## src/rtl/morse_pkg.sv

```systemverilog
// Shared definitions for the Morse key path: symbol codes (also used by the
// downstream decoder), sequencer state encoding and duration helpers.
package morse_pkg;

   localparam logic [1:0] SYM_DOT        = 2'b00;
   localparam logic [1:0] SYM_DASH       = 2'b01;
   localparam logic [1:0] SYM_LETTER_END = 2'b10;
   localparam logic [1:0] SYM_WORD_END   = 2'b11;

   localparam int          DUR_W   = 16;
   localparam logic [15:0] DUR_MAX = 16'hFFFF;

   typedef enum logic [1:0] {
      ST_IDLE       = 2'd0,
      ST_PRESS      = 2'd1,
      ST_GAP_LETTER = 2'd2,
      ST_GAP_WORD   = 2'd3
   } state_e;

   // Saturating increment: the duration counter must never wrap.
   function automatic logic [15:0] dur_sat_inc(input logic [15:0] d);
      logic [15:0] r;
      if (d == DUR_MAX) begin
         r = d;
      end else begin
         r = d + 16'd1;
      end
      return r;
   endfunction

endpackage

```

## src/rtl/ms_tick_gen.sv

```systemverilog
// Millisecond tick divider; restart realigns the tick phase to a key edge.
module ms_tick_gen #(
   parameter int CLK_FREQ = 100_000
) (
   input  logic clk,
   input  logic rst,
   input  logic restart,
   output logic tick
);

   localparam int             DIV  = CLK_FREQ / 1000;
   localparam int             CW   = (DIV > 1) ? $clog2(DIV) : 1;
   localparam logic [CW-1:0] TERM = CW'(DIV - 1);

   logic [CW-1:0] cnt_r;
   logic [CW-1:0] cnt_nxt_s;
   logic          tick_r;

   // Next divider count, cleared on reset or restart, wrapping at the terminal value.
   always_comb begin
      cnt_nxt_s = cnt_r;
      if (rst || restart) begin
         cnt_nxt_s = '0;
      end else if (cnt_r == TERM) begin
         cnt_nxt_s = '0;
      end else begin
         cnt_nxt_s = cnt_r + CW'(1);
      end
   end

   // Divider count and registered terminal-count tick.
   always_ff @(posedge clk) begin
      cnt_r  <= cnt_nxt_s;
      tick_r <= (cnt_nxt_s == TERM);
   end

   assign tick = tick_r;

endmodule

```

## src/rtl/morse_key_sequencer.sv

```systemverilog
// Turns debounced key activity into DOT/DASH/LETTER_END/WORD_END symbols,
// timed in ms, delivered through a single-entry valid/ready output register.
module morse_key_sequencer
   import morse_pkg::*;
#(
   parameter int CLK_FREQ      = 100_000,
   parameter int DOT_MAX_MS    = 200,
   parameter int LETTER_GAP_MS = 600,
   parameter int WORD_GAP_MS   = 1400
) (
   input  logic       clk,
   input  logic       rst,
   input  logic       btn_level,
   output logic       sym_valid,
   input  logic       sym_ready,
   output logic [1:0] sym_code,
   output logic       overflow,
   input  logic       ovf_clr,
   output logic       busy
);

   localparam logic [15:0] DOT_LIM    = 16'(DOT_MAX_MS);
   localparam logic [15:0] LETTER_LIM = 16'(LETTER_GAP_MS);
   localparam logic [15:0] WORD_LIM   = 16'(WORD_GAP_MS);

   state_e      state_r;
   logic        btn_prev_r;
   logic [15:0] dur_r;
   logic        sym_valid_r;
   logic [1:0]  sym_code_r;
   logic        overflow_r;
   logic        busy_r;

   logic        rise_s;
   logic        fall_s;
   logic        tick_s;
   logic [15:0] elapsed_s;
   logic        emit_s;
   logic [1:0]  emit_code_s;
   logic        accept_s;

   assign rise_s = btn_level & ~btn_prev_r;
   assign fall_s = ~btn_level & btn_prev_r;

   ms_tick_gen #(
      .CLK_FREQ (CLK_FREQ)
   ) u_tick (
      .clk     (clk),
      .rst     (rst),
      .restart (rise_s | fall_s),
      .tick    (tick_s)
   );

   // Elapsed ms including a tick landing this cycle, so a press of exactly N ms reads N.
   always_comb begin
      elapsed_s = dur_r;
      if (tick_s) begin
         elapsed_s = dur_sat_inc(dur_r);
      end else begin
         elapsed_s = dur_r;
      end
   end

   // Symbol request decode; a rise in a gap suppresses the threshold emit.
   always_comb begin
      emit_s      = 1'b0;
      emit_code_s = SYM_DOT;
      case (state_r)
         ST_PRESS: begin
            if (fall_s) begin
               emit_s      = 1'b1;
               emit_code_s = (elapsed_s < DOT_LIM) ? SYM_DOT : SYM_DASH;
            end else begin
               emit_s = 1'b0;
            end
         end
         ST_GAP_LETTER: begin
            if (!rise_s && (elapsed_s >= LETTER_LIM)) begin
               emit_s      = 1'b1;
               emit_code_s = SYM_LETTER_END;
            end else begin
               emit_s = 1'b0;
            end
         end
         ST_GAP_WORD: begin
            if (!rise_s && (elapsed_s >= WORD_LIM)) begin
               emit_s      = 1'b1;
               emit_code_s = SYM_WORD_END;
            end else begin
               emit_s = 1'b0;
            end
         end
         default: begin
            emit_s = 1'b0;
         end
      endcase
   end

   assign accept_s = ~sym_valid_r | sym_ready;

   // Sequencer FSM, duration counter and single-entry output register.
   always_ff @(posedge clk) begin
      if (rst) begin
         state_r     <= ST_IDLE;
         btn_prev_r  <= 1'b1;
         dur_r       <= 16'd0;
         sym_valid_r <= 1'b0;
         sym_code_r  <= SYM_DOT;
         overflow_r  <= 1'b0;
         busy_r      <= 1'b0;
      end else begin
         btn_prev_r <= btn_level;

         if (rise_s || fall_s) begin
            dur_r <= 16'd0;
         end else if (tick_s) begin
            dur_r <= dur_sat_inc(dur_r);
         end else begin
            dur_r <= dur_r;
         end

         case (state_r)
            ST_IDLE: begin
               if (rise_s) begin
                  state_r <= ST_PRESS;
                  busy_r  <= 1'b1;
               end else begin
                  busy_r  <= 1'b0;
               end
            end
            ST_PRESS: begin
               busy_r <= 1'b1;
               if (fall_s) begin
                  state_r <= ST_GAP_LETTER;
               end
            end
            ST_GAP_LETTER: begin
               busy_r <= 1'b1;
               if (rise_s) begin
                  state_r <= ST_PRESS;
               end else if (emit_s) begin
                  state_r <= ST_GAP_WORD;
               end
            end
            ST_GAP_WORD: begin
               if (rise_s) begin
                  state_r <= ST_PRESS;
                  busy_r  <= 1'b1;
               end else if (emit_s) begin
                  state_r <= ST_IDLE;
                  busy_r  <= 1'b0;
               end else begin
                  busy_r  <= 1'b1;
               end
            end
            default: begin
               state_r <= ST_IDLE;
               busy_r  <= 1'b0;
            end
         endcase

         // A refused emit leaves the held symbol untouched and flags the loss.
         if (emit_s && accept_s) begin
            sym_valid_r <= 1'b1;
            sym_code_r  <= emit_code_s;
         end else if (sym_valid_r && sym_ready) begin
            sym_valid_r <= 1'b0;
         end

         if (emit_s && !accept_s) begin
            overflow_r <= 1'b1;
         end else if (ovf_clr) begin
            overflow_r <= 1'b0;
         end
      end
   end

   assign sym_valid = sym_valid_r;
   assign sym_code  = sym_code_r;
   assign overflow  = overflow_r;
   assign busy      = busy_r;

endmodule

```

## config.mk

```make
export PLATFORM = sky130hd
export DESIGN_NAME = morse_key_sequencer
export DESIGN_NICKNAME = d
export VERILOG_FILES = /design/src/rtl/morse_pkg.sv /design/src/rtl/ms_tick_gen.sv /design/src/rtl/morse_key_sequencer.sv
export SDC_FILE = /design/constraint.sdc
export NUM_CORES = 1
export LEC_CHECK = 0
export CAP_MARGIN = 40
export CELL_PAD_IN_SITES_DETAIL_PLACEMENT = 0
export CELL_PAD_IN_SITES_GLOBAL_PLACEMENT = 1
export CORE_MARGIN = 5
export CORE_UTILIZATION = 45
export DETAILED_ROUTE_END_ITERATION = 6
export PLACE_DENSITY = 0.84
export SKIP_CTS_REPAIR_TIMING = 1
export SKIP_LAST_GASP = 1
export SLEW_MARGIN = 25
export SYNTH_ARGS = -nofsm -noshare
export SYNTH_HDL_FRONTEND = slang
export SYNTH_SLANG_ARGS = --single-unit
export TNS_END_PERCENT = 100
```

## constraint.sdc

```tcl
create_clock -name clk -period 5.2 [get_ports clk]
set_input_delay 1.04 -clock clk [delete_from_list [all_inputs] [get_ports clk]]
set_output_delay 1.04 -clock clk [all_outputs]
set_load 0.1 [all_outputs]
```

==> summary.md, run 1 <==
| Metric | Value |
|---|---|
| Max clock buf depth | `2` |
| Area of the multi-input gates | `0.00115 mm²` |
| Slew margin rel. | `52.3%` |
| Fill count | `391` |
| Placed cells | `278` |
| Clock sinks | `32` |
| WL met1 | `2.06 mm` |
| Port Buffers | `9` |
| Die width | `74.1 µm` |
| Worst Clk Skew | `10.1 ps` |
| Clock-pin slew on the worst setup and hold paths | `70 ps` |
| Total CTS buffers | `5` |
| Final Setup Violations | `0` |
| Htree depth | `2` |
| Routed wire length | `4.05 mm` |
| Fin worst setup slack | `2200 ps` |
| Placer congestion estimate | `0.819` |
| NumNets Final | `248` |
| Top area cells in the synthesized netlist | `dfxtp_1 35%, nor2_1 6.1%, ha_1 5.4%, nand2_1 3.9%, a21oi_1 3.8%` |
| Syn Inst Count | `219` |
| Post-route cell area | `0.00217 mm²` |
| Synth Flop Type | `dfxtp_1` |
| Leak pwr | `0.829 nW` |
| Synth Area in XOR/XNOR | `6.09%` |
| Synth Area in Compound Gates | `19.2%` |
| Synth area leader | `dfxtp_1` |
| Final Max Tran Viols | `0` |
| Placed Area | `0.00208 mm²` |
| Post-Layout Cell Count | `285` |
| Proportion of layout cells with a drive suffix above 1 | `11.9%` |
| Fin util | `54.3%` |
| CTS tree | `yes` |
| Hpwl dp | `3.04 mm` |
| WL met3 | `119 µm` |
| Routed length per instance | `14.2 µm` |
| Data arrival time of the critical path | `3170 ps` |
| EDFF count, synth | `0` |
| Unrepaired setup endpoints after global routing | `no` |
| Slew of the pin with the lowest slew margin | `707 ps` |
| Starting DRT DRC Count | `141` |
| Initial Util | `46.3%` |
| Slowest stage cell, crit path | `o41ai_1` |
| Synth Net Count | `232` |
| Vias in the first global route | `1561` |
| Initial antenna violation count | `0` |
| Pre-CTS setup slack | `2080 ps` |
| Row count | `23` |
| I/O pin count | `10` |
| Remaining routing DRC violations | `0` |
| Ant diodes | `0` |
| Sequential cell area | `641 µm²` |
| Routed wl met2 | `1.81 mm` |
| Cell area after synthesis | `0.00185 mm²` |
| Vias post-DR | `1628` |
| Clock Latency Late Sink | `280 ps` |
| Max incr delay on CP | `720 ps` |
| First-pass GRT wire length | `7.11 mm` |
| Die ar. | `0.00549 mm²` |
| Most common cell in the netlist | `dfxtp_1` |
| Setup_tns | `0 ps` |
| Final period utilization | `57.6%` |
| Crit-path max FO | `10` |
| WS Path Type | `reg2reg` |
| Synth warn | `0` |
| Via-to-Cell Ratio | `5.71` |
| DRT antenna net count | `0` |
| Gr usage total | `16.5%` |
| Area share of the largest cell type after synthesis | `34.6%` |
| HP Class | `reg2reg` |
| 1st-pass router iterations | `4` |
| MaxCap Viol Count | `0` |
| Sequential share of the synthesized area | `34.6%` |
| Power per cell area | `267 mW/mm²` |
| Synth Area in Adders | `5.41%` |
| Die Ht | `74.1 µm` |
| Largest net degree at the start of global routing | `15` |
| Max Used Layer | `met4` |
| Fin. Hold Viols | `0` |
| Area Overhead vs Synth | `17.4%` |
| Fin crit period | `3000 ps` |
| Asr flop ratio synth | `0%` |
| Synthesized flop and latch total | `32` |
| Worst Setup End Kind | `flop` |
| Largest family of logic cells by synthesized area | `simple AND/OR/NAND/NOR gates` |
| Synth unique cells | `53` |
| Maximum VDD drop | `0.184 mV` |
| Critical-path cell list | `nand4_2 > o41ai_1 > nor3_1 > xnor2_1 > nand4_1 > a21oi_1 > a31oi_1 > a2111oi_2` |
| CORE AREA | `0.00400 mm²` |
| Achievable frequency | `334 MHz` |
| Worst Path Required | `5380 ps` |
| Clock root cell | `clkbuf_8` |
| Post-synthesis simple-gate area fraction | `30.8%` |
| Post-synthesis mux area share | `0.609%` |
| Setup crit start kind | `flop` |
| Synth Area per Inst | `8.45 µm²` |
| Status | `completed` |
| Global route total overflow | `0` |
| Commonest cells post-synth | `32 x dfxtp_1, 30 x nor2_1, 19 x nand2_1, 14 x a21oi_1` |
-- cell families (layout without fill, tap and decap cells) --
group	count (synthesis)	after routing
adders and majority gates	8	8
AOI/OAI and AO/OA	49	49
buffers and inverters	14	30
and+or+nand+nor	103	103
xor gates and xnor gates	12	12
DFF	32	32
muxes	1	1
-- through the flow --
step                power, mW  hold WS (ps)
floorplan               0.345           432
global placement        0.370           454
detailed placement      0.381           453
CTS                     0.586           470
global route            0.614           514
finish                  0.580           476
-- registers in the layout, summed over array words and instances (netlist names) --
name,flops
dur_r,16
u_tick.cnt_r,7
state_r,2
sym_code,2
btn_prev_r,1
busy,1
overflow,1
sym_valid,1
u_tick.tick,1
-- report_power, final --
part | switching (mW) | internal, mW | total (mW)
combinational | 0.0727 | 0.0416 | 0.114
clock | 0.0861 | 0.118 | 0.204
sequential | 0.00838 | 0.254 | 0.262
total | 0.167 | 0.413 | 0.580
-- worst paths after layout --
| path | start | slack (ps) | to | depth (start not counted) |
|---|---|---|---|---|
| hold / removal | sym_code[1]$_SDFFE_PP0P_ | 480 | sym_code[1]$_SDFFE_PP0P_ | 2 |
| hold reg to reg | sym_code[1]$_SDFFE_PP0P_ | 480 | sym_code[1]$_SDFFE_PP0P_ | 2 |
| setup / recovery | dur_r[4]$_SDFF_PN0_ | 2200 | state_r[1]$_SDFFE_PP0P_ | 8 |
| setup reg to reg | dur_r[4]$_SDFF_PN0_ | 2200 | state_r[1]$_SDFFE_PP0P_ | 8 |
-- cell usage in the layout, fill, tap and decap left out, drive strengths merged, types with 7 or more instances in the layout --
cell	Yosys	final
nand3	11	11
nand4	7	7
clkdlybuf4s50	0	9
clkbuf	4	7
inv	9	9
dfxtp	32	32
nor2	30	30
ha	8	8
o21ai	7	7
nand2	19	19
a21oi	14	14
nor3	12	12
-- cell type report --
type | count | area share, %
Multi-Input combinational cell | 173 | 52.9
Timing Repair Buffer | 14 | 8.75
Inverter | 9 | 1.55
Sequential cell | 32 | 29.5
Clock buffer | 7 | 4.43
Tap cell | 50 | 2.88
-- layer usage --
layer  vias to the layer above  global-route usage (%)
met4                         0                    4.63
li1                        846                       -
met1                       749                    22.7
met2                        25                    25.4
met3                         8                    4.59
met5                         -                       0
-- critical path, delay by kind of cell (launching register included) --
kind | cells | cell delay, ps
AOI/OAI and AO/OA | 4 | 1510
xor gates and xnor gates | 1 | 350
and+or+nand+nor | 3 | 590
DFF | 1 | 440
Note: power is estimated with default switching activity, not from simulation.
==> run 2, diff against run 1 <==
--- a/config.mk
+++ b/config.mk
@@ -9,9 +9,9 @@
 export CELL_PAD_IN_SITES_DETAIL_PLACEMENT = 0
 export CELL_PAD_IN_SITES_GLOBAL_PLACEMENT = 1
 export CORE_MARGIN = 5
-export CORE_UTILIZATION = 45
+export CORE_UTILIZATION = 40
 export DETAILED_ROUTE_END_ITERATION = 6
-export PLACE_DENSITY = 0.84
+export PLACE_DENSITY = 0.79
 export SKIP_CTS_REPAIR_TIMING = 1
 export SKIP_LAST_GASP = 1
 export SLEW_MARGIN = 25
==> constraint.sdc (replaced) <==
create_clock -name clk -period 2.4 [get_ports clk]
set_input_delay 0.48 -clock clk [delete_from_list [all_inputs] [get_ports clk]]
set_output_delay 0.48 -clock clk [all_outputs]
set_load 0.1 [all_outputs]
==> run 2 against run 1 <==
Effect of this change: the flow now finishes with violations (setup timing); final cell count grew 15%; core utilization increased by 3.7 points; wire length increased by 19%; largest cell class unchanged.
==> summary.md, run 2 (synthesized netlist as in run 1, its figures left out) <==
| Metric | Value |
|---|---|
| R2R Path End | `state_r[1]$_SDFFE_PP0P_` |
| Maximum VDD drop | `0.335 mV (+82%)` |
| Crit-path max FO | `5 (-5)` |
| Largest net degree at the start of global routing | `15 (unchanged)` |
| Commonest cells after routing, fill and taps aside | `50 x buf_4, 30 x nor2_1, 23 x dfxtp_1` |
| Slew margin rel. | `73.2% (+21 points)` |
| Port Buffers | `9 (unchanged)` |
| Die width | `78.0 µm (+5.2%)` |
| Unrepaired setup endpoints after global routing | `yes` |
| Initial Util | `41.9% (-4.3 points)` |
| Global route total overflow | `0 (unchanged)` |
| Area Overhead vs Synth | `38.3%` |
| Fin crit period | `2480 ps (-517 ps)` |
| Die Ht | `78.0 µm (+5.2%)` |
| Leak pwr | `1.04 nW (+25%)` |
| Fin worst setup slack | `-79.5 ps (-2280 ps)` |
| CTS tree | `yes` |
| R2R Setup Slk | `-80 ps (-2280 ps)` |
| Vias in the first global route | `1701 (+9.0%)` |
| Routed wl met2 | `2.39 mm (+32%)` |
| Slowest stage cell, crit path | `or4_4` |
| Initial antenna violation count | `0 (unchanged)` |
| WS Path Type | `reg2reg` |
| Worst Setup EP | `state_r[1]$_SDFFE_PP0P_` |
| Placer congestion estimate | `0.874 (+6.7%)` |
| DRT antenna net count | `0 (unchanged)` |
| WL met1 | `2.22 mm (+7.8%)` |
| Die ar. | `0.00609 mm² (+11%)` |
| Vias post-DR | `1787 (+9.8%)` |
| Worst Path Required | `2570 ps (-2810 ps)` |
| Fill count | `383 (-2.0%)` |
| Placed cells | `317 (+14%)` |
| Proportion of layout cells with a drive suffix above 1 | `34.8% (+23 points)` |
| Clock-pin slew on the worst setup and hold paths | `80 ps (about the same)` |
| MaxCap Viol Count | `0 (unchanged)` |
| Routed wire length | `4.82 mm (+19%)` |
| Slew of the pin with the lowest slew margin | `399 ps (-308 ps)` |
| Status | `complete, but fails checks` |
| 1st-pass router iterations | `4 (unchanged)` |
| Setup_tns | `-263 ps (-263 ps)` |
| Fin. Hold Viols | `0 (unchanged)` |
| Setup crit start kind | `flop` |
| Ant diodes | `0 (unchanged)` |
| Worst Clk Skew | `8.26 ps (-1.84 ps)` |
| NumNets Final | `288 (+16%)` |
| Via-to-Cell Ratio | `5.45 (-4.6%)` |
| Crit path launch | `dur_r[1]$_SDFF_PN0_` |
| CORE AREA | `0.00441 mm² (+10%)` |
| Power per cell area | `488 mW/mm² (+83%)` |
| WL met3 | `126 µm (+5.9%)` |
| Starting DRT DRC Count | `77 (-45%)` |
| Clock root cell | `clkbuf_8` |
| Routed length per instance | `14.7 µm (+3.5%)` |
| Tightest hold margin | `467 ps (-8.78 ps)` |
| Achievable frequency | `403 MHz (+21%)` |
| Hpwl dp | `3.53 mm (+16%)` |
| Final Max Tran Viols | `0 (unchanged)` |
| Max clock buf depth | `2 (unchanged)` |
| Max reg flops | `16 (unchanged)` |
| Gr usage total | `15.4% (-1.1 points)` |
| Final Setup Violations | `4 (+4)` |
| Top flop regs | `dur_r x16, u_tick.cnt_r x7` |
| Remaining routing DRC violations | `0 (unchanged)` |
| Post-Layout Cell Count | `328 (+15%)` |
| Most common cell after layout, fill and taps aside | `buf_4` |
| Clock Latency Late Sink | `290 ps (about the same)` |
| I/O pin count | `10 (unchanged)` |
| Largest Register | `dur_r` |
| Worst reg2reg path depth | `9 (+1)` |
| HP Class | `reg2reg` |
| First-pass GRT wire length | `7.76 mm (+9.1%)` |
| Failing checks | `setup timing` |
| Total CTS buffers | `5 (unchanged)` |
| Htree depth | `2 (unchanged)` |
| Clock sinks | `32 (unchanged)` |
| Worst reg2reg path startpoint | `dur_r[1]$_SDFF_PN0_` |
| Final period utilization | `103% (+46 points)` |
| Critical-path cell list | `ha_4 > nand3_4 > or4_4 > nand4_4 > xor2_4 > o211ai_2 > a32o_2 > nor3_4 > a2111oi_4` |
| Worst Setup End Kind | `flop` |
| Row count | `24 (+4.3%)` |
| Data arrival time of the critical path | `2650 ps (-520 ps)` |
| Max incr delay on CP | `540 ps (-180 ps)` |
| Max Used Layer | `met4` |
## run 2: cell count changes in the layout (fill, tap and decap cells not counted), moves of 4 or more
cell | before | now
dfxtp_2 | 0 | 7
dfxtp_1 | 32 | 23
nand4_2 | 4 | 0
buf_4 | 0 | 50
clkdlybuf4s50_1 | 9 | 4
nand4_4 | 0 | 4
## run 2: worst min path at each step
stage | startpoint | endpoint | cells after the start
after floorplan | u_tick.cnt_r[0]$_DFF_P_ | u_tick.cnt_r[0]$_DFF_P_ | 1
after global placement | sym_code[1]$_SDFFE_PP0P_ | sym_code[1]$_SDFFE_PP0P_ | 2
after detailed placement | u_tick.cnt_r[0]$_DFF_P_ | u_tick.cnt_r[0]$_DFF_P_ | 1
after CTS | u_tick.cnt_r[0]$_DFF_P_ | u_tick.cnt_r[0]$_DFF_P_ | 1
after global routing | u_tick.cnt_r[0]$_DFF_P_ | u_tick.cnt_r[0]$_DFF_P_ | 1
final | u_tick.cnt_r[0]$_DFF_P_ | u_tick.cnt_r[0]$_DFF_P_ | 1
## run 2: layer usage
layer | vias to the layer above | track usage [%]
li1 | 924 | -
met1 | 837 | 20.2
met2 | 18 | 25.5
met3 | 8 | 3.43
met4 | 0 | 4.56
met5 | - | 0
## run 2: layout make-up
type	count	area, µm²	share of cell area [%]
Inverter	9	33.8	1.32
Timing Repair Buffer	54	415	16.2
Sequential cell	32	657	25.7
Tap cell	52	65.1	2.54
Clock buffer	5	68.8	2.69
Clock inverter	3	23.8	0.929
Multi-Input combinational cell	173	1300	50.6
## run 2: worst max-delay path, delay by kind of cell, from the launching register on
family / cells / cell delay, ps
AO/OA/AOI/OAI: 3 / 540
XOR/XNOR: 1 / 200
adder cells (fa/ha/maj): 1 / 160
flip-flops: 1 / 380
AND/OR/NAND/NOR: 4 / 1080
## run 2: report_power, final
part           total [mW]  internal [mW]  switching (mW)
registers           0.563          0.547          0.0161
clock network       0.431          0.205           0.226
logic               0.256         0.0867           0.170
## run 2: per-stage QoR
step           power [mW]  utilization (%)  setup WS [ps]  instance area [µm²]
2_1_floorplan       0.748                -           13.7                 1870
3_3_place_gp        0.821             52.2          -73.8                 2300
3_5_place_dp        0.822             52.2           -120                 2300
6_report             1.25             58.0          -79.5                 2560
4_1_cts              1.25             54.3           -111                 2390
5_1_grt              1.32             58.0           -184                 2560
==> run 3, diff against run 2 <==
--- a/config.mk
+++ b/config.mk
@@ -12,6 +12,7 @@
 export CORE_UTILIZATION = 40
 export DETAILED_ROUTE_END_ITERATION = 6
 export PLACE_DENSITY = 0.79
+export REMOVE_ABC_BUFFERS = 1
 export SKIP_CTS_REPAIR_TIMING = 1
 export SKIP_LAST_GASP = 1
 export SLEW_MARGIN = 25
==> run 3 against run 2 <==
Effect of this change: the flow still finishes with violations (setup timing); highest routed layer unchanged; core utilization grew 0.11 points; die area is the same; flip-flop and latch count is the same; clock power grew 22%; clock skew grew 5.2 ps; total power grew 7.5%; non-clock buffer count grew 3; register-to-register slack gained 50 ps; critical path depth is the same; hold slack gained 5.2 ps.
==> summary.md, run 3 (synthesized netlist as in run 1, its figures left out) <==
| Metric | Value |
|---|---|
| Clock network fraction of design power | `39.2% (+4.7 points)` |
| Max reg flops | `16 (unchanged)` |
| Fin crit period | `2430 ps (-46.4 ps)` |
| NumNets Final | `291 (+1.0%)` |
| Vias post-DR | `1804 (+0.95%)` |
| Max incr delay on CP | `570 ps (+30 ps)` |
| Net switching fraction of the power | `29.7% (-3.2 points)` |
| Worst reg2reg path startpoint | `dur_r[1]$_SDFF_PN0_` |
| Total CTS buffers | `5 (unchanged)` |
| Maximum VDD drop | `0.369 mV (+10%)` |
| Slowest stage cell, crit path | `or4_4` |
| Int Pwr | `0.943 mW (+13%)` |
| Placed cells | `319 (+0.63%)` |
| Clock-pin slew on the worst setup and hold paths | `80 ps (about the same)` |
| Htree depth | `2 (unchanged)` |
| Initial antenna violation count | `0 (unchanged)` |
| MaxCap Viol Count | `0 (unchanged)` |
| Tightest hold margin | `472 ps (+5.24 ps)` |
| Most common cell after layout, fill and taps aside | `buf_4` |
| Worst Clk Skew | `13.4 ps (+5.17 ps)` |
| Post-route cell area | `0.00256 mm² (+0.20%)` |
| Die Ht | `78.0 µm (unchanged)` |
| Unrepaired setup endpoints after global routing | `yes` |
| Fin worst setup slack | `-33.1 ps (+46.4 ps)` |
| Post-Layout Cell Count | `331 (+0.91%)` |
| Min-Delay Endpoint | `u_tick.cnt_r[0]$_DFF_P_` |
| Leak pwr | `1.05 nW (+0.97%)` |
| Routed wire length | `4.75 mm (-1.5%)` |
| Data arrival time of the critical path | `2620 ps (-30 ps)` |
| Final Setup Violations | `1 (-3)` |
| Fin util | `58.1% (+0.11 points)` |
| Final Max Tran Viols | `0 (unchanged)` |
| Achievable frequency | `411 MHz (+1.9%)` |
| Worst Setup End Kind | `flop` |
| Critical-path cell list | `ha_4 > nand3_4 > or4_4 > nand4_4 > xor2_4 > nor3b_4 > a32o_2 > nor3_4 > a2111oi_2` |
| CTS tree | `yes` |
| CORE AREA | `0.00441 mm² (unchanged)` |
| Port Buffers | `9 (unchanged)` |
| Gr usage total | `15.3% (-0.17 points)` |
| Fin. Hold Viols | `0 (unchanged)` |
| Status | `complete, but fails checks` |
| Worst Path Required | `2590 ps (+20 ps)` |
| Placed Area | `0.00230 mm² (-0.22%)` |
| Largest Register | `dur_r` |
| Crit-path max FO | `4 (-1)` |
| Setup crit start kind | `flop` |
| R2R Path End | `state_r[1]$_SDFFE_PP0P_` |
| Routed length per instance | `14.3 µm (-2.4%)` |
| Commonest cells after routing, fill and taps aside | `53 x buf_4, 30 x nor2_1, 24 x dfxtp_1` |
| Initial Util | `41.9% (unchanged)` |
| Pre-CTS setup slack | `-130 ps (-9.91 ps)` |
| Clock sinks | `32 (unchanged)` |
| Global route total overflow | `0 (unchanged)` |
| HP Class | `reg2reg` |
| Starting DRT DRC Count | `179 (+130%)` |
| Remaining routing DRC violations | `0 (unchanged)` |
| I/O pin count | `10 (unchanged)` |
| Hpwl dp | `3.50 mm (-0.90%)` |
| WS Path Type | `reg2reg` |
| Final Power | `1.34 mW (+7.5%)` |
| Largest net degree at the start of global routing | `15 (unchanged)` |
| Area Overhead vs Synth | `38.6%` |
| Max clock buf depth | `2 (unchanged)` |
| Ant diodes | `0 (unchanged)` |
| Top flop regs | `dur_r x16, u_tick.cnt_r x7` |
| Clock Latency Late Sink | `290 ps (about the same)` |
| Die ar. | `0.00609 mm² (unchanged)` |
| Row count | `24 (unchanged)` |
| Via-to-Cell Ratio | `5.45 (about the same)` |
| Worst reg2reg path depth | `9 (unchanged)` |
| Vias in the first global route | `1663 (-2.2%)` |
| Comb pwr share | `18.7% (-1.8 points)` |
| Clock root cell | `clkbuf_8` |
| Power per cell area | `524 mW/mm² (+7.2%)` |
| Slew of the pin with the lowest slew margin | `539 ps (+140 ps)` |
| Die width | `78.0 µm (unchanged)` |
| 1st-pass router iterations | `4 (unchanged)` |
| R2R Setup Slk | `-30 ps (+50 ps)` |
| Failing checks | `setup timing` |
| Final period utilization | `101% (-1.9 points)` |
| Proportion of layout cells with a drive suffix above 1 | `34.8% (about the same)` |
| Worst Hold Path Cells | `1 (unchanged)` |
| Hold Startpoint | `u_tick.cnt_r[0]$_DFF_P_` |
| Sequential share of power | `42.0% (-3.0 points)` |
| Slew margin rel. | `64.0% (-9.2 points)` |
| Switch Pwr | `0.399 mW (-2.9%)` |
| First-pass GRT wire length | `7.58 mm (-2.4%)` |
| DRT antenna net count | `0 (unchanged)` |
| Setup_tns | `-33.1 ps (+230 ps)` |
| Placer congestion estimate | `0.828 (-5.3%)` |
## run 3: worst max-delay path by stage
stage / slack [ps] / start / endpoint
2_1_floorplan: -4 / dur_r[8]$_SDFF_PN0_ / state_r[1]$_SDFFE_PP0P_
3_3_place_gp: -100 / dur_r[0]$_SDFF_PN0_ / state_r[1]$_SDFFE_PP0P_
3_5_place_dp: -130 / dur_r[0]$_SDFF_PN0_ / state_r[1]$_SDFFE_PP0P_
4_1_cts: -150 / dur_r[0]$_SDFF_PN0_ / state_r[1]$_SDFFE_PP0P_
5_1_grt: -130 / dur_r[1]$_SDFF_PN0_ / state_r[1]$_SDFFE_PP0P_
6_report: -30 / dur_r[1]$_SDFF_PN0_ / state_r[1]$_SDFFE_PP0P_
## run 3: final cells by class
| cell class | count | area [µm²] |
|---|---|---|
| inverters | 9 | 33.8 |
| clock inverters | 3 | 42.5 |
| repair buffers | 57 | 438 |
| well taps | 52 | 65.1 |
| fillers | 400 | 1850 |
| multi-input cells | 173 | 1270 |
| flip-flops and latches | 32 | 651 |
| clock buffers | 5 | 68.8 |
## run 3: per-layer routing
| layer | vias up | track usage, % | part of all wire [%] |
|---|---|---|---|
| met4 | 0 | 4.39 | 1.0 |
| met3 | 5 | 3.55 | 3.6 |
| met1 | 835 | 21.1 | 49 |
| li1 | 928 | - | - |
| met5 | - | 0 | 0 |
| met2 | 36 | 23.8 | 47 |
## run 3: power groups by stage
stage | clock network (mW) | registers, mW | logic, mW
after global routing | 0.558 | 0.567 | 0.272
after CTS | 0.536 | 0.565 | 0.251
after global placement | 0 | 0.577 | 0.247
final | 0.527 | 0.565 | 0.251
after detailed placement | 0 | 0.577 | 0.249
after floorplan | 0 | 0.626 | 0.122
## run 3: critical path: cells and delay by family (launching register included)
| kind | cells | cell delay [ps] |
|---|---|---|
| AO/OA/AOI/OAI | 2 | 520 |
| AND/OR/NAND/NOR | 5 | 1090 |
| adder cells (fa/ha/maj) | 1 | 170 |
| flip-flops | 1 | 360 |
| XOR/XNOR | 1 | 210 |
==> patch 1, RTL diff (config.mk and constraints of run 3) <==
`CLK_FREQ` is set to 100_000 in 2 places; all go to 400_000.
--- a/src/rtl/ms_tick_gen.sv
+++ b/src/rtl/ms_tick_gen.sv
@@ -1,5 +1,5 @@
 // Millisecond tick divider; restart realigns the tick phase to a key edge.
 module ms_tick_gen #(
-   parameter int CLK_FREQ = 100_000
+   parameter int CLK_FREQ = 400_000
 ) (
    input  logic clk,
--- a/src/rtl/morse_key_sequencer.sv
+++ b/src/rtl/morse_key_sequencer.sv
@@ -4,5 +4,5 @@
    import morse_pkg::*;
 #(
-   parameter int CLK_FREQ      = 100_000,
+   parameter int CLK_FREQ      = 400_000,
    parameter int DOT_MAX_MS    = 200,
    parameter int LETTER_GAP_MS = 600,
Check against the original RTL: no difference found for any inputs over 10 cycles, from zero or initial values and one cycle with rst high; that may be too few to reach the edited logic, so the function may still have changed.
==> patch 1 against run 3 <==
Global-route usage grew 0.89 points. Utilization grew 2.6 points. Critical endpoint is now state_r[0]$_SDFFE_PP0P_. Via count grew 3.1%. Setup slack lost 0.064 ns. Synthesized area grew 7.1%. Critical path type unchanged. Critical path depth grew 2. The run still ends with setup timing left. Wire length grew 3.3%. Power grew 12%. Largest power group is now clock. Design area grew 13%. Sequential cell count grew 2. Combinational power grew 10%.
==> patch 1: results (changes against run 3) <==
----------------------------------------------------
[Detailed routing]
  WL met1 ... 2351 µm (was 2306 µm)
  Routed length on met2 ... 2342 µm (was 2216 µm)
  Iter 0 DRT Violations ... 67 (was 179)
  Vias/cell ... 5.110 (was 5.450)
  Vias ... 1860 (was 1804)

[STA]
  Endpoints failing setup ... 4 (was 1)
  Smallest setup slack after layout ... -0.09746 ns (was -0.03312 ns)
  Final clock skew ... 0.006031 ns (was 0.01343 ns)
  Post-route setup TNS ... -0.3611 ns (was -0.03312 ns)
  Worst hold margin ... 0.4761 ns (was 0.4723 ns)

[Run status]
  Run status ... complete, but fails checks (unchanged)
  Violations in the final reports ... setup timing (unchanged)

[Place]
  Placer's final routability congestion estimate ... 0.8583 (was 0.8275)
  Placed cells ... 354 (was 319)
  Total placed instance area ... 0.002555 mm² (was 0.002297 mm²)

[Finish]
  Number of combinational gates with multiple inputs ... 178 (was 173)
  Fin area ... 0.002887 mm² (was 0.002565 mm²)
  Seq. cell area ... 704.4 µm² (was 650.6 µm²)
  Growth of design area from synthesis to finish ... 45.64% (was 38.61%)

[GRT]
  Maximum number of pins on one net before global-route repair ... 19 (was 15)
  Global-route wire length before repair ... 8093 µm (was 7576 µm)

[Power]
  Flop+latch power ... 0.000591 W (was 0.000565 W)
  Total power density per cell area ... 521.9 mW/mm² (was 523.5 mW/mm²)
  Clock share of power ... 42.4% (was 39.2%)

[Yosys]
  Adder-Cell Fraction of Synth Area ... 5.051% (was 5.409%)
  Netlist cell types ... 59 (was 53)
  Synth area leaders ... sky130_fd_sc_hd__dfxtp_1, sky130_fd_sc_hd__nor2_1, sky130_fd_sc_hd__ha_1 (unchanged)
  Post-synthesis xor/xnor area fraction ... 5.240% (was 6.085%)

[Setup path]
  Crit path DAT ... 2.71 ns (was 2.62 ns)
  Delay of the slowest critical-path stage ... 0.36 ns (was 0.57 ns)

----------------------------------------------------
[patch 1: cell count changes after synthesis, moves of 3 or more]
cell / before / now
sky130_fd_sc_hd__a211oi_1: 0 / 3
sky130_fd_sc_hd__a21oi_1: 14 / 9
sky130_fd_sc_hd__a31oi_1: 6 / 2
sky130_fd_sc_hd__and3_1: 1 / 8
sky130_fd_sc_hd__and4b_1: 3 / 0
sky130_fd_sc_hd__buf_2: 0 / 4
sky130_fd_sc_hd__clkbuf_1: 4 / 1
sky130_fd_sc_hd__nand2_1: 19 / 14
sky130_fd_sc_hd__nand3_2: 0 / 3
sky130_fd_sc_hd__nand4_2: 4 / 1
sky130_fd_sc_hd__nor2_1: 30 / 35
sky130_fd_sc_hd__nor3_1: 11 / 7
sky130_fd_sc_hd__o21ai_0: 7 / 4
sky130_fd_sc_hd__o22ai_1: 0 / 4
==> patch 2, RTL diff (settings of run 3) <==
Made on the original files. Reset style: asynchronous (`rst`), changed in one clocked block.
--- a/src/rtl/morse_key_sequencer.sv
+++ b/src/rtl/morse_key_sequencer.sv
@@ -100,5 +100,5 @@
 
    // Sequencer FSM, duration counter and single-entry output register.
-   always_ff @(posedge clk) begin
+   always_ff @(posedge clk or posedge rst) begin
       if (rst) begin
          state_r     <= ST_IDLE;
Behaviour: differs if rst is asserted again (counterexample within 4 cycles, from zero or initial values and one cycle with rst high); with rst held inactive, the same outputs for 10 cycles.
==> patch 2 against run 3 <==
The run still ends with setup timing left. Setup slack lost 0.19 ns. Clock power shrank 0.9%. Utilization shrank 2.3 points. Count of clock-buffer cells in the layout grew 1. Final cell count grew 17%. Synthesized cell count grew 15%. Wire length grew 23%. Power grew 11%. Synthesized area grew 21%. Sequential cell count is the same. Design area grew 19%. Via count grew 19%. Critical path type unchanged. Critical endpoint is now state_r[1]$_DFFE_PP0P_. Largest power group unchanged.
==> patch 2: results (changes against run 3) <==
----------------------------------------------------
[GRT]
  Met3 demand-to-capacity share in global routing ... 3.301% (was 3.547%)
  Maximum number of pins on one net before global-route repair ... 25 (was 15)
  Met2 track demand over resource ... 27.19% (was 23.79%)

[Place]
  Total placed instance area ... 0.002728 mm² (was 0.002297 mm²)
  Placed cells ... 372 (was 319)
  Placer's final routability congestion estimate ... 0.8721 (was 0.8275)

[STA]
  Smallest setup slack after layout ... -0.2231 ns (was -0.03312 ns)
  Pin slew with the least headroom to its limit ... 0.5652 ns (was 0.5390 ns)
  Worst hold margin ... 0.4736 ns (was 0.4723 ns)
  Endpoints failing setup ... 7 (was 1)

[Yosys]
  Post-synthesis compound-gate area fraction ... 19.42% (was 19.20%)
  Sequential-to-total area share from yosys stat ... 33.98% (was 34.62%)
  Async S/R FF share, synth ... 75.00% (was 0%)
  Adder-Cell Fraction of Synth Area ... 4.464% (was 5.409%)
  Multiplexer share of the synthesized area ... 0.8929% (was 0.6085%)

[Finish]
  Filler Cell Count ... 508 (was 400)
  Layout net count ... 327 (was 291)

[Setup path]
  Flop2flop setup slack ... -0.22 ns (was -0.03 ns)
  Peak fanout along the critical path ... 5 (was 4)
  Worst path top cell family by delay ... compound AO/OA/AOI/OAI gates (was simple AND/OR/NAND/NOR gates)

[Detailed routing]
  WL met1 ... 2680 µm (was 2306 µm)
  Vias ... 2155 (was 1804)
  Routed length on met2 ... 2832 µm (was 2216 µm)

[Run status]
  Violations in the final reports ... setup timing (unchanged)
  Run status ... complete, but fails checks (unchanged)

[Power]
  Leakage ... 1.267 nW (was 1.047 nW)
  Maximum resistive drop on vdd ... 0.5915 mV (was 0.3690 mV)

----------------------------------------------------
-- patch 2: cell types whose count changed after synthesis, moves of 4 or more --
cell | before | now
sky130_fd_sc_hd__dfxtp_1 | 32 | 8
sky130_fd_sc_hd__dfrtp_1 | 0 | 23
sky130_fd_sc_hd__a21oi_1 | 14 | 8
sky130_fd_sc_hd__and3_1 | 1 | 6
sky130_fd_sc_hd__nor3_1 | 11 | 6
sky130_fd_sc_hd__nor4_1 | 2 | 7
sky130_fd_sc_hd__or3_1 | 0 | 5
sky130_fd_sc_hd__buf_2 | 0 | 4
-- patch 2: power by group --
part           leakage (nW)  switching, W  total, W  internal [W]
Clock                0.0552      0.000214  0.000522      0.000308
Sequential            0.383     0.0000297  0.000592      0.000563
Combinational         0.829      0.000241  0.000374      0.000133
Total                  1.27      0.000484   0.00149       0.00100
-- patch 2: cell type report --
cell class,count,share of cell area (%)
multi-input combinational,199,50.29
clock buffer,6,2.375
tap,72,2.948
sequential,32,25.23
timing repair buffer,66,16.79
clock inverter,2,1.147
inverter,10,1.229
